<file path="src/rtl/add_cla_pipe_if.sv">
// Operand/result bundle for add_cla_pipe.
// Handshake: a beat moves on a rising edge when valid & ready are both high; a
// producer holds valid and its data until that edge; ready never depends on valid.
interface add_cla_pipe_if #(
    parameter int WIDTH = 16
);
    logic             in_valid;
    logic             in_ready;
    logic [WIDTH-1:0] A;
    logic [WIDTH-1:0] B;
    logic             Cin;
    logic             SUB;
    logic             out_valid;
    logic             out_ready;
    logic [WIDTH-1:0] S;
    logic             Cout;
    logic             OVF;

    modport slave (
        input  in_valid, A, B, Cin, SUB, out_ready,
        output in_ready, out_valid, S, Cout, OVF
    );

    modport master (
        output in_valid, A, B, Cin, SUB, out_ready,
        input  in_ready, out_valid, S, Cout, OVF
    );
endinterface

</file>
<file path="src/rtl/add_cla_pipe.sv">
// Pipelined carry-lookahead adder/subtractor: one GROUP-bit lookahead group is
// resolved per stage, the group carry is registered, the whole pipe stalls together.
module add_cla_pipe #(
    parameter int WIDTH = 16,
    parameter int GROUP = 4
) (
    input  logic         CLK,
    input  logic         RST,
    add_cla_pipe_if.slave bus
);
    localparam int NSTG = WIDTH / GROUP;

    typedef logic [WIDTH-1:0] word_t;
    typedef logic [GROUP-1:0] grp_t;

    word_t           a_q   [NSTG];
    word_t           b_q   [NSTG];
    word_t           sum_q [NSTG];
    logic [NSTG-1:0] v_q;
    logic [NSTG-1:0] c_q;
    logic            ovf_q;

    word_t           a_d   [NSTG];
    word_t           b_d   [NSTG];
    word_t           sum_d [NSTG];
    logic [NSTG-1:0] v_d;
    logic [NSTG-1:0] c_d;
    logic            ovf_d;

    word_t           sum_in [NSTG];
    logic [NSTG-1:0] c_in;
    grp_t            ga [NSTG];
    grp_t            gb [NSTG];
    logic [GROUP:0]  cy [NSTG];
    logic            en;

    // Every carry is a flat sum of products of g/p/c0; nothing ripples through sum bits.
    function automatic logic [GROUP:0] lookahead(input grp_t g, input grp_t p, input logic c0);
        logic [GROUP:0] c;
        logic           term;
        c    = '0;
        c[0] = c0;
        for (int i = 0; i < GROUP; i++) begin
            term = c0;
            for (int k = 0; k <= i; k++) term = term & p[k];
            c[i+1] = term;
            for (int k = 0; k <= i; k++) begin
                term = g[k];
                for (int m = k + 1; m <= i; m++) term = term & p[m];
                c[i+1] = c[i+1] | term;
            end
        end
        return c;
    endfunction

    assign en = ~v_q[NSTG-1] | bus.out_ready;

    // Stage inputs: stage 0 takes the bus, later stages take their predecessor.
    always_comb begin
        c_in      = '0;
        v_d       = '0;
        a_d[0]    = bus.A;
        b_d[0]    = bus.B ^ {WIDTH{bus.SUB}};
        sum_in[0] = '0;
        c_in[0]   = bus.Cin;
        v_d[0]    = bus.in_valid;
        for (int j = 1; j < NSTG; j++) begin
            a_d[j]    = a_q[j-1];
            b_d[j]    = b_q[j-1];
            sum_in[j] = sum_q[j-1];
            c_in[j]   = c_q[j-1];
            v_d[j]    = v_q[j-1];
        end
    end

    always_comb begin
        ovf_d = 1'b0;
        c_d   = '0;
        for (int j = 0; j < NSTG; j++) begin
            ga[j]    = a_d[j][j*GROUP +: GROUP];
            gb[j]    = b_d[j][j*GROUP +: GROUP];
            cy[j]    = lookahead(ga[j] & gb[j], ga[j] | gb[j], c_in[j]);
            sum_d[j] = sum_in[j];
            sum_d[j][j*GROUP +: GROUP] = ga[j] ^ gb[j] ^ cy[j][GROUP-1:0];
            c_d[j]   = cy[j][GROUP];
        end
        ovf_d = cy[NSTG-1][GROUP] ^ cy[NSTG-1][GROUP-1];
    end

    always_ff @(posedge CLK) begin
        if (RST) begin
            v_q   <= '0;
            c_q   <= '0;
            ovf_q <= 1'b0;
            for (int j = 0; j < NSTG; j++) begin
                a_q[j]   <= '0;
                b_q[j]   <= '0;
                sum_q[j] <= '0;
            end
        end else if (en) begin
            v_q   <= v_d;
            c_q   <= c_d;
            ovf_q <= ovf_d;
            for (int j = 0; j < NSTG; j++) begin
                a_q[j]   <= a_d[j];
                b_q[j]   <= b_d[j];
                sum_q[j] <= sum_d[j];
            end
        end
    end

    assign bus.in_ready  = en;
    assign bus.out_valid = v_q[NSTG-1];
    assign bus.S         = sum_q[NSTG-1];
    assign bus.Cout      = c_q[NSTG-1];
    assign bus.OVF       = ovf_q;
endmodule

</file>
<file path="src/flat_wrapper.sv">
// flat-port wrapper written by rule: the top's interface ports become plain ports
module add_cla_pipe_flat 
#(
    parameter int WIDTH = 16,
    parameter int GROUP = 4
)
  (CLK, RST, bus_in_valid, bus_A, bus_B, bus_Cin, bus_SUB, bus_out_ready, bus_in_ready, bus_out_valid, bus_S, bus_Cout, bus_OVF);
  add_cla_pipe_if #(.WIDTH(WIDTH)) bus_i ();
  input  logic CLK;
  input  logic RST;
  input wire logic [$bits(bus_i.in_valid)-1:0] bus_in_valid;
  input wire logic [$bits(bus_i.A)-1:0] bus_A;
  input wire logic [$bits(bus_i.B)-1:0] bus_B;
  input wire logic [$bits(bus_i.Cin)-1:0] bus_Cin;
  input wire logic [$bits(bus_i.SUB)-1:0] bus_SUB;
  input wire logic [$bits(bus_i.out_ready)-1:0] bus_out_ready;
  output wire logic [$bits(bus_i.in_ready)-1:0] bus_in_ready;
  output wire logic [$bits(bus_i.out_valid)-1:0] bus_out_valid;
  output wire logic [$bits(bus_i.S)-1:0] bus_S;
  output wire logic [$bits(bus_i.Cout)-1:0] bus_Cout;
  output wire logic [$bits(bus_i.OVF)-1:0] bus_OVF;
  assign bus_i.in_valid = bus_in_valid;
  assign bus_i.A = bus_A;
  assign bus_i.B = bus_B;
  assign bus_i.Cin = bus_Cin;
  assign bus_i.SUB = bus_SUB;
  assign bus_i.out_ready = bus_out_ready;
  assign bus_in_ready = bus_i.in_ready;
  assign bus_out_valid = bus_i.out_valid;
  assign bus_S = bus_i.S;
  assign bus_Cout = bus_i.Cout;
  assign bus_OVF = bus_i.OVF;
  add_cla_pipe #(.WIDTH(WIDTH), .GROUP(GROUP)) u_core (.CLK(CLK), .RST(RST), .bus(bus_i));
endmodule
</file>
<file path="config.mk">
export PLATFORM = sky130hd
export DESIGN_NAME = add_cla_pipe_flat
export DESIGN_NICKNAME = d
export VERILOG_FILES = /design/src/rtl/add_cla_pipe_if.sv /design/src/rtl/add_cla_pipe.sv /design/src/flat_wrapper.sv
export SDC_FILE = /design/constraint.sdc
export NUM_CORES = 1
export LEC_CHECK = 0
export BUFFER_PORTS_ARGS = -buffer_cell sky130_fd_sc_hd__buf_4
export CORE_AREA = 2 2 100 102
export DETAILED_ROUTE_END_ITERATION = 6
export DIE_AREA = 0 0 102 104
export PLACE_DENSITY = 0.7
export SLEW_MARGIN = 20
export SYNTH_ARGS = -nofsm -noshare
export SYNTH_HDL_FRONTEND = slang
export SYNTH_SLANG_ARGS = --single-unit
</file>
<file path="constraint.sdc">
create_clock -name CLK -period 8.4 [get_ports CLK]
set_input_delay 0.42 -clock CLK [delete_from_list [all_inputs] [get_ports CLK]]
set_output_delay 0.42 -clock CLK [all_outputs]
set_load 0.02 [all_outputs]
</file>
==> results of run 1 <==
## cell type report
type	instances	area share [%]
tap	133	3.04
sequential	97	51.5
clock buffer	9	2.26
timing repair buffer	59	8.82
inverter	38	2.83
multi-input combinational	212	30.4
clock inverter	7	1.07
## cell families after synthesis
kind of cell,count (synthesis),synth area share (%)
multiplexers,5,1.06
XOR/XNOR,20,3.71
flip-flops,97,59.7
buffers and inverters,52,5.29
AND/OR/NAND/NOR,125,15.3
adder cells (fa/ha/maj),36,10.2
AO/OA/AOI/OAI,26,4.74
## flip-flops by register name, indices dropped and copies added (netlist names)
signal          count
u_core.sum_q       40
u_core.a_q         24
u_core.b_q         24
u_core.c_q          4
u_core.v_q          4
u_core.bus.OVF      1
## through the flow
step	instance area, um2	instances	setup WS (ns)	utilization, %
after global routing	5480	555	6.51	57.4
after global placement	5240	537	6.28	54.9
after CTS	5420	553	6.41	56.8
after detailed placement	5240	537	6.25	54.9
final	5480	555	6.60	57.4
after floorplan	4730	361	5.07	-
## power groups by stage
| stage | logic (mW) | clock network [mW] | registers (mW) |
|---|---|---|---|
| 5_1_grt | 0.121 | 0.313 | 0.575 |
| 2_1_floorplan | 0.0677 | 0 | 0.585 |
| 6_report | 0.107 | 0.283 | 0.571 |
| 3_3_place_gp | 0.102 | 0 | 0.581 |
| 3_5_place_dp | 0.106 | 0 | 0.583 |
| 4_1_cts | 0.107 | 0.292 | 0.572 |
## path summary, 6_finish.rpt
kind,to,cells after the start,startpoint
setup / recovery,bus_in_ready,3,u_core.v_q[3]$_SDFFE_PP0P_
hold / removal,u_core.v_q[0]$_SDFFE_PP0P_,3,bus_in_valid
setup reg to reg,u_core.b_q[0][4]$_SDFFCE_PN0P_,3,u_core.v_q[3]$_SDFFE_PP0P_
hold reg to reg,u_core.v_q[1]$_SDFFE_PP0P_,2,u_core.v_q[0]$_SDFFE_PP0P_
## layer usage
metal	GRT usage, %	routed length [um]	vias up
li1	-	-	1321
met1	17.0	2980	1205
met2	23.2	3390	49
met3	2.69	211	8
met4	6.29	100	0
met5	0	0	-
## critical path, stage by stage (launching register included)
cell and delay [ns]:
dfxtp_1 0.34, nor2b_4 0.42, inv_12 0.08, buf_4 0.18
## cell usage in the layout (no fill, tap or decap), types with 5 or more instances in the layout
| cell | netlist | final |
|---|---|---|
| dfxtp_1 | 9 | 9 |
| mux2i_1 | 5 | 5 |
| ha_1 | 32 | 32 |
| nand2_1 | 6 | 6 |
| o21a_1 | 11 | 11 |
| inv_1 | 36 | 36 |
| nor2_1 | 26 | 26 |
| and2_1 | 64 | 64 |
| clkbuf_8 | 0 | 9 |
| edfxtp_1 | 88 | 88 |
| nor3_1 | 12 | 12 |
| xnor2_1 | 18 | 18 |
| buf_4 | 1 | 57 |
==> metrics.txt, run 1 <==
run status completed; NetSw 0.232 mW; Comb pwr share 11.1%; Layout area overhead 15.9%; Worst Tran Pin Value 0.510 ns; Critical Path Start Type register; antenna violations before repair 0; FMAX 555 MHz; Initial Util 49.5%; setup violators final 0; Layout Nets 491; largest net degree at the start of global routing 89; die height 104 um; Synth Net Count 435; Hold Vio Cnt, Final 0; cts bufs inserted 9; GRT overflow 0; DRT iter0 DRCs 70; clk_skew 0.00961 ns; post-CTS repair timing setup buffer count 0; Required @ worst endpoint 7.98 ns; Die Span X 102 um; DRT Pass-1 Iters 4; CTS root buf clkbuf_8; Max Slew Vio Count 0; Hold Slack 0.326 ns; Netlist Area Pre-Place 4730 um2; Core Region 9550 um2; clock network power share 29.5%; crit path kind reg2out; first-pass GRT wire length 11,500 um; vias in the first global route 2,569; FILL cells 812; top-count cell post-synth edfxtp_1; IO buf count 57; Avg Cell Area, Syn 13.1 um2; Total GRT Usage 13.8%; r2r setup slk 6.71 ns; Yosys warnings 0; area of the multi-input gates 1670 um2; top cells by area, synth edfxtp_1 56%, and2_1 8.5%, ha_1 8.5%; Reg power frac 59.4%; CP Data Arrival Time 1.38 ns; Antenna diodes 0; Synth Instances 361; Worst Hold Class in2reg; top post-synthesis cells by count 88 x edfxtp_1, 64 x and2_1, 36 x inv_1, 32 x ha_1, 26 x nor2_1; Post-synth EDFFs 88; Top FF cell, synth edfxtp_1; Crit. End Element output pin; ANT nets after route 0; DRC errors left 0; Max rail drop VDD 0.0000849 V; FFs w/ async S/R, synth 0%; clock period minus worst slack 1.80 ns; Reg area 2820 um2; CTS sink cnt 97; Clock transition at path regs 0.09 ns; Sw Ratio 24.2%; die area 10,600 um2; via count 2,583; Skew-Pair Late Insertion Delay 0.36 ns; post-CTS sizing 0; Cell variety after synth 36; leakage power 2.40 nW; maximum capacitance violations 0; CTS HTree Levels 3; Yosys top cell by area edfxtp_1; layout cells sized above 1 21.1%; Boundary Pins 58; Slew HR 65.9%; top cell type's share of synthesized area 55.9%; number of synthesized register bits 97; DRT Wirelength 6680 um; FP Rows 36; PwrDens 175 nW/um2; GPL Wtd Cong 0.764; Max Buffers Root-to-Sink 2; vias per inst 4.65; sequential area share after synthesis 59.7%; RSZ-0062 raised after global routing no; period utilization 21.5%; Pwr Total 0.961 mW; Detailed Place HPWL 4380 um; Final TNS setup 0 ns; Max Fanout on Critical Path 10; CTS tree built; Avg WL per Cell 12.0 um; Hold Buf Count CTS 0; internal power 0.729 mW
Note: power is estimated with default switching activity, not from simulation.
==> inputs of run 2 (changes only) <==
--- a/config.mk
+++ b/config.mk
@@ -5,11 +5,12 @@
 export SDC_FILE = /design/constraint.sdc
 export NUM_CORES = 1
 export LEC_CHECK = 0
+export ABC_AREA = 1
 export BUFFER_PORTS_ARGS = -buffer_cell sky130_fd_sc_hd__buf_4
 export CORE_AREA = 2 2 100 102
 export DETAILED_ROUTE_END_ITERATION = 6
 export DIE_AREA = 0 0 102 104
-export PLACE_DENSITY = 0.7
+export PLACE_DENSITY = 0.71
 export SLEW_MARGIN = 20
 export SYNTH_ARGS = -nofsm -noshare
 export SYNTH_HDL_FRONTEND = slang
==> constraint.sdc (replaced) <==
create_clock -name CLK -period 1.67 [get_ports CLK]
set_input_delay 0.0835 -clock CLK [delete_from_list [all_inputs] [get_ports CLK]]
set_output_delay 0.0835 -clock CLK [all_outputs]
set_load 0.02 [all_outputs]
==> run 2 against run 1 <==
  * First-iteration DRC count rose by 24%
  * Sequential share of layout area shrank 0.69 points
  * Via count up 8.4%
  * Cell count up 18%
  * Area after synthesis up 1.3%
  * Flip-flop and latch count stayed put
  * Register-to-register slack worse by 6.6 ns
  * Critical path depth is 2 higher
  * Worst hold slack got worse by 0.30 ns
  * Total power rose to 5.2 times the previous value
==> metrics.txt, run 2 <==
IO buf count 57 (unchanged); Yosys top cell by area edfxtp_1; R2R cell count 5 (+2); hold depth 3 (unchanged); Avg WL per Cell 10.1 um (-16%); FP Rows 36 (unchanged); post-CTS repair timing setup buffer count 0 (unchanged); placed cells 639 (+19%); CP top delay family buffers and inverters; Core Region 9550 um2 (unchanged); Hold Buf Count CTS 2 (+2); Total GRT Usage 13.5% (-0.27 points); met3 Use GR 3.43% (+0.74 points); Worst Hold Class in2reg; crit path kind reg2reg; reg-to-reg startpoint u_core.v_q[3]$_SDFFE_PP0P_; sequential area share after synthesis 59.0% (-0.75 points); crit path launch u_core.v_q[3]$_SDFFE_PP0P_; largest net degree at the start of global routing 92 (+3.4%); CTS sink cnt 97 (unchanged); GPL Wtd Cong 0.761 (-0.43%); Pwr Total 5.03 mW (+420%); number of synthesized register bits 97 (unchanged); vias in the first global route 2,670 (+3.9%); crit-path cells inv_1 > nor2_4 > inv_2 > nor2_4 > inv_6; die height 104 um (unchanged); via count 2,800 (+8.4%); Slowest-stage cell, CP inv_6; CTS tree built; Avg Cell Area, Syn 10.5 um2 (-20%); global route hottest layer met2; layout cells sized above 1 17.4% (-3.7 points); Top FF cell, synth edfxtp_1; top cells by area, synth edfxtp_1 55%, inv_1 10%, ha_1 8.4%; CP Data Arrival Time 1.55 ns (+0.17 ns); first-pass GRT wire length 11,300 um (-1.7%); Die Span X 102 um (unchanged); met1 Usage GRT 16.8% (-0.20 points); Detailed Place HPWL 4540 um (+3.8%); run status completed; DRT Wirelength 6650 um (-0.39%); setup violators final 0 (unchanged); Max Buffers Root-to-Sink 2 (unchanged); Hold Vio Cnt, Final 0 (unchanged); Cell variety after synth 21 (-42%); top cell type's share of synthesized area 55.2% (-0.70 points); Synth Instances 456 (+26%); Layout Nets 593 (+21%); GRT overflow 0 (unchanged); vias per inst 4.26 (-8.4%); Worst Path Buf+Inv 3 (+1); Skew-Pair Late Insertion Delay 0.35 ns (about the same); RSZ-0062 raised after global routing no; top-count cell post-synth inv_1; FMAX 639 MHz; Post-synth EDFFs 88 (unchanged); PwrDens 907 nW/um2 (+420%); clock period minus worst slack 1.56 ns; max reg flops 40 (unchanged); clk_skew 0.00538 ns (-0.00423 ns); Max rail drop VDD 0.000444 V (+420%); ANT nets after route 0 (unchanged); Setup crit end u_core.a_q[0][12]$_SDFFCE_PN0P_; Max Fanout on Critical Path 91 (+81); DRC errors left 0 (unchanged); DRT Pass-1 Iters 4 (unchanged); Max Slew Vio Count 0 (unchanged); Layout area overhead 15.9% (about the same); Worst Tran Pin Value 0.796 ns (+0.286 ns); grt met2 use 21.8% (-1.5 points); r2r setup slk 0.11 ns (-6.60 ns); Yosys warnings 0 (unchanged); Clock transition at path regs 0.08 ns (about the same); Initial Util 50.1% (+0.63 points); largest stage delay on the critical path 0.51 ns (+0.09 ns); Top Registers u_core.sum_q: 40 flops, u_core.a_q: 24 flops, u_core.b_q: 24 flops; Slew HR 47.0% (-19 points); Antenna diodes 0 (unchanged); cts bufs inserted 9 (unchanged); most common cell after layout, fill and taps aside inv_1; final cell count without fillers 657 (+18%); reg2reg end u_core.a_q[0][12]$_SDFFCE_PN0P_; Hold Slack 0.0210 ns (-0.305 ns); Required @ worst endpoint 1.66 ns (-6.32 ns); maximum capacitance violations 0 (unchanged); Synth Net Count 530 (+22%); Netlist Area Pre-Place 4790 um2 (+1.3%); antenna violations before repair 0 (unchanged); CTS HTree Levels 3 (unchanged); die area 10,600 um2 (unchanged); Stages on worst setup path 5 (+2); FFs w/ async S/R, synth 0% (unchanged); post-CTS sizing 0 (unchanged); top post-synthesis cells by count 127 x inv_1, 88 x edfxtp_1, 81 x nor2_1, 39 x nand2_1, 32 x ha_1; Crit. End Element register; CTS root buf clkbuf_8; Boundary Pins 58 (unchanged); DRT iter0 DRCs 87 (+24%); Most flops, register u_core.sum_q; leakage power 2.60 nW (+8.4%); period utilization 93.7%; cell repeated most along the worst path nor2_4; commonest non-fill, non-tap cells in the layout 127 x inv_1, 88 x edfxtp_1, 81 x nor2_1; Final TNS setup 0 ns (unchanged); Critical Path Start Type register
## run 2: cell count changes after synthesis, sizes merged, moves of 11 or more
cell / before / now
inv: 38 / 130
nor2: 27 / 94
and2: 64 / 0
nand2: 6 / 39
nor3: 16 / 0
o21a: 11 / 0
## run 2: worst min-delay path by stage
stage	startpoint	end
after detailed placement	bus_in_valid	u_core.v_q[0]$_SDFFE_PP0P_
after CTS	bus_A[5]	u_core.a_q[0][5]$_SDFFCE_PN0P_
after floorplan	RST	u_core.v_q[3]$_SDFFE_PP0P_
after global routing	bus_A[5]	u_core.a_q[0][5]$_SDFFCE_PN0P_
after global placement	RST	u_core.v_q[3]$_SDFFE_PP0P_
final	bus_A[5]	u_core.a_q[0][5]$_SDFFCE_PN0P_
## run 2: kinds of logic after synthesis
| kind of cell | count (synthesis) | synth area share (%) |
|---|---|---|
| AO/OA/AOI/OAI | 15 | 1.62 |
| XOR/XNOR | 20 | 3.66 |
| adder cells (fa/ha/maj) | 36 | 10.0 |
| buffers and inverters | 141 | 12.8 |
| flip-flops | 97 | 59.0 |
| AND/OR/NAND/NOR | 147 | 13.0 |
## run 2: tightest hold or removal path, stage by stage
cell and delay (ns):
buf_4 0.07, inv_1 0.03, nor2_1 0.08
## run 2: layout make-up
class	instances	area, um2
clock buffers	9	124
clock inverters	7	85.1
fillers	823	4000
flip-flops and latches	97	2820
inverters	130	495
well taps	133	166
repair buffers	63	503
multi-input cells	218	1350
## run 2: power breakdown
part	internal [mW]	switching [mW]	total, mW	leakage (nW)
logic	0.262	0.311	0.573	1.38
registers	2.82	0.0617	2.89	1.12
clock network	0.828	0.746	1.57	0.104
total	3.91	1.12	5.03	2.60
## run 2: through the flow
stage	utilization, %	setup slack, ns	cell area [um2]
2_1_floorplan	-	0.141	4790
3_3_place_gp	55.7	0.165	5320
3_5_place_dp	55.7	0.123	5320
4_1_cts	58.1	0.123	5550
5_1_grt	58.1	0.0358	5550
6_report	58.1	0.105	5550
## run 2: routing by layer
metal / part of all wire, % / up-vias / wire length, um
met1: 45 / 1231 / 3000
met2: 48 / 58 / 3200
met5: 0 / - / 0
li1: - / 1496 / -
met3: 4.3 / 15 / 285
met4: 2.5 / 0 / 164
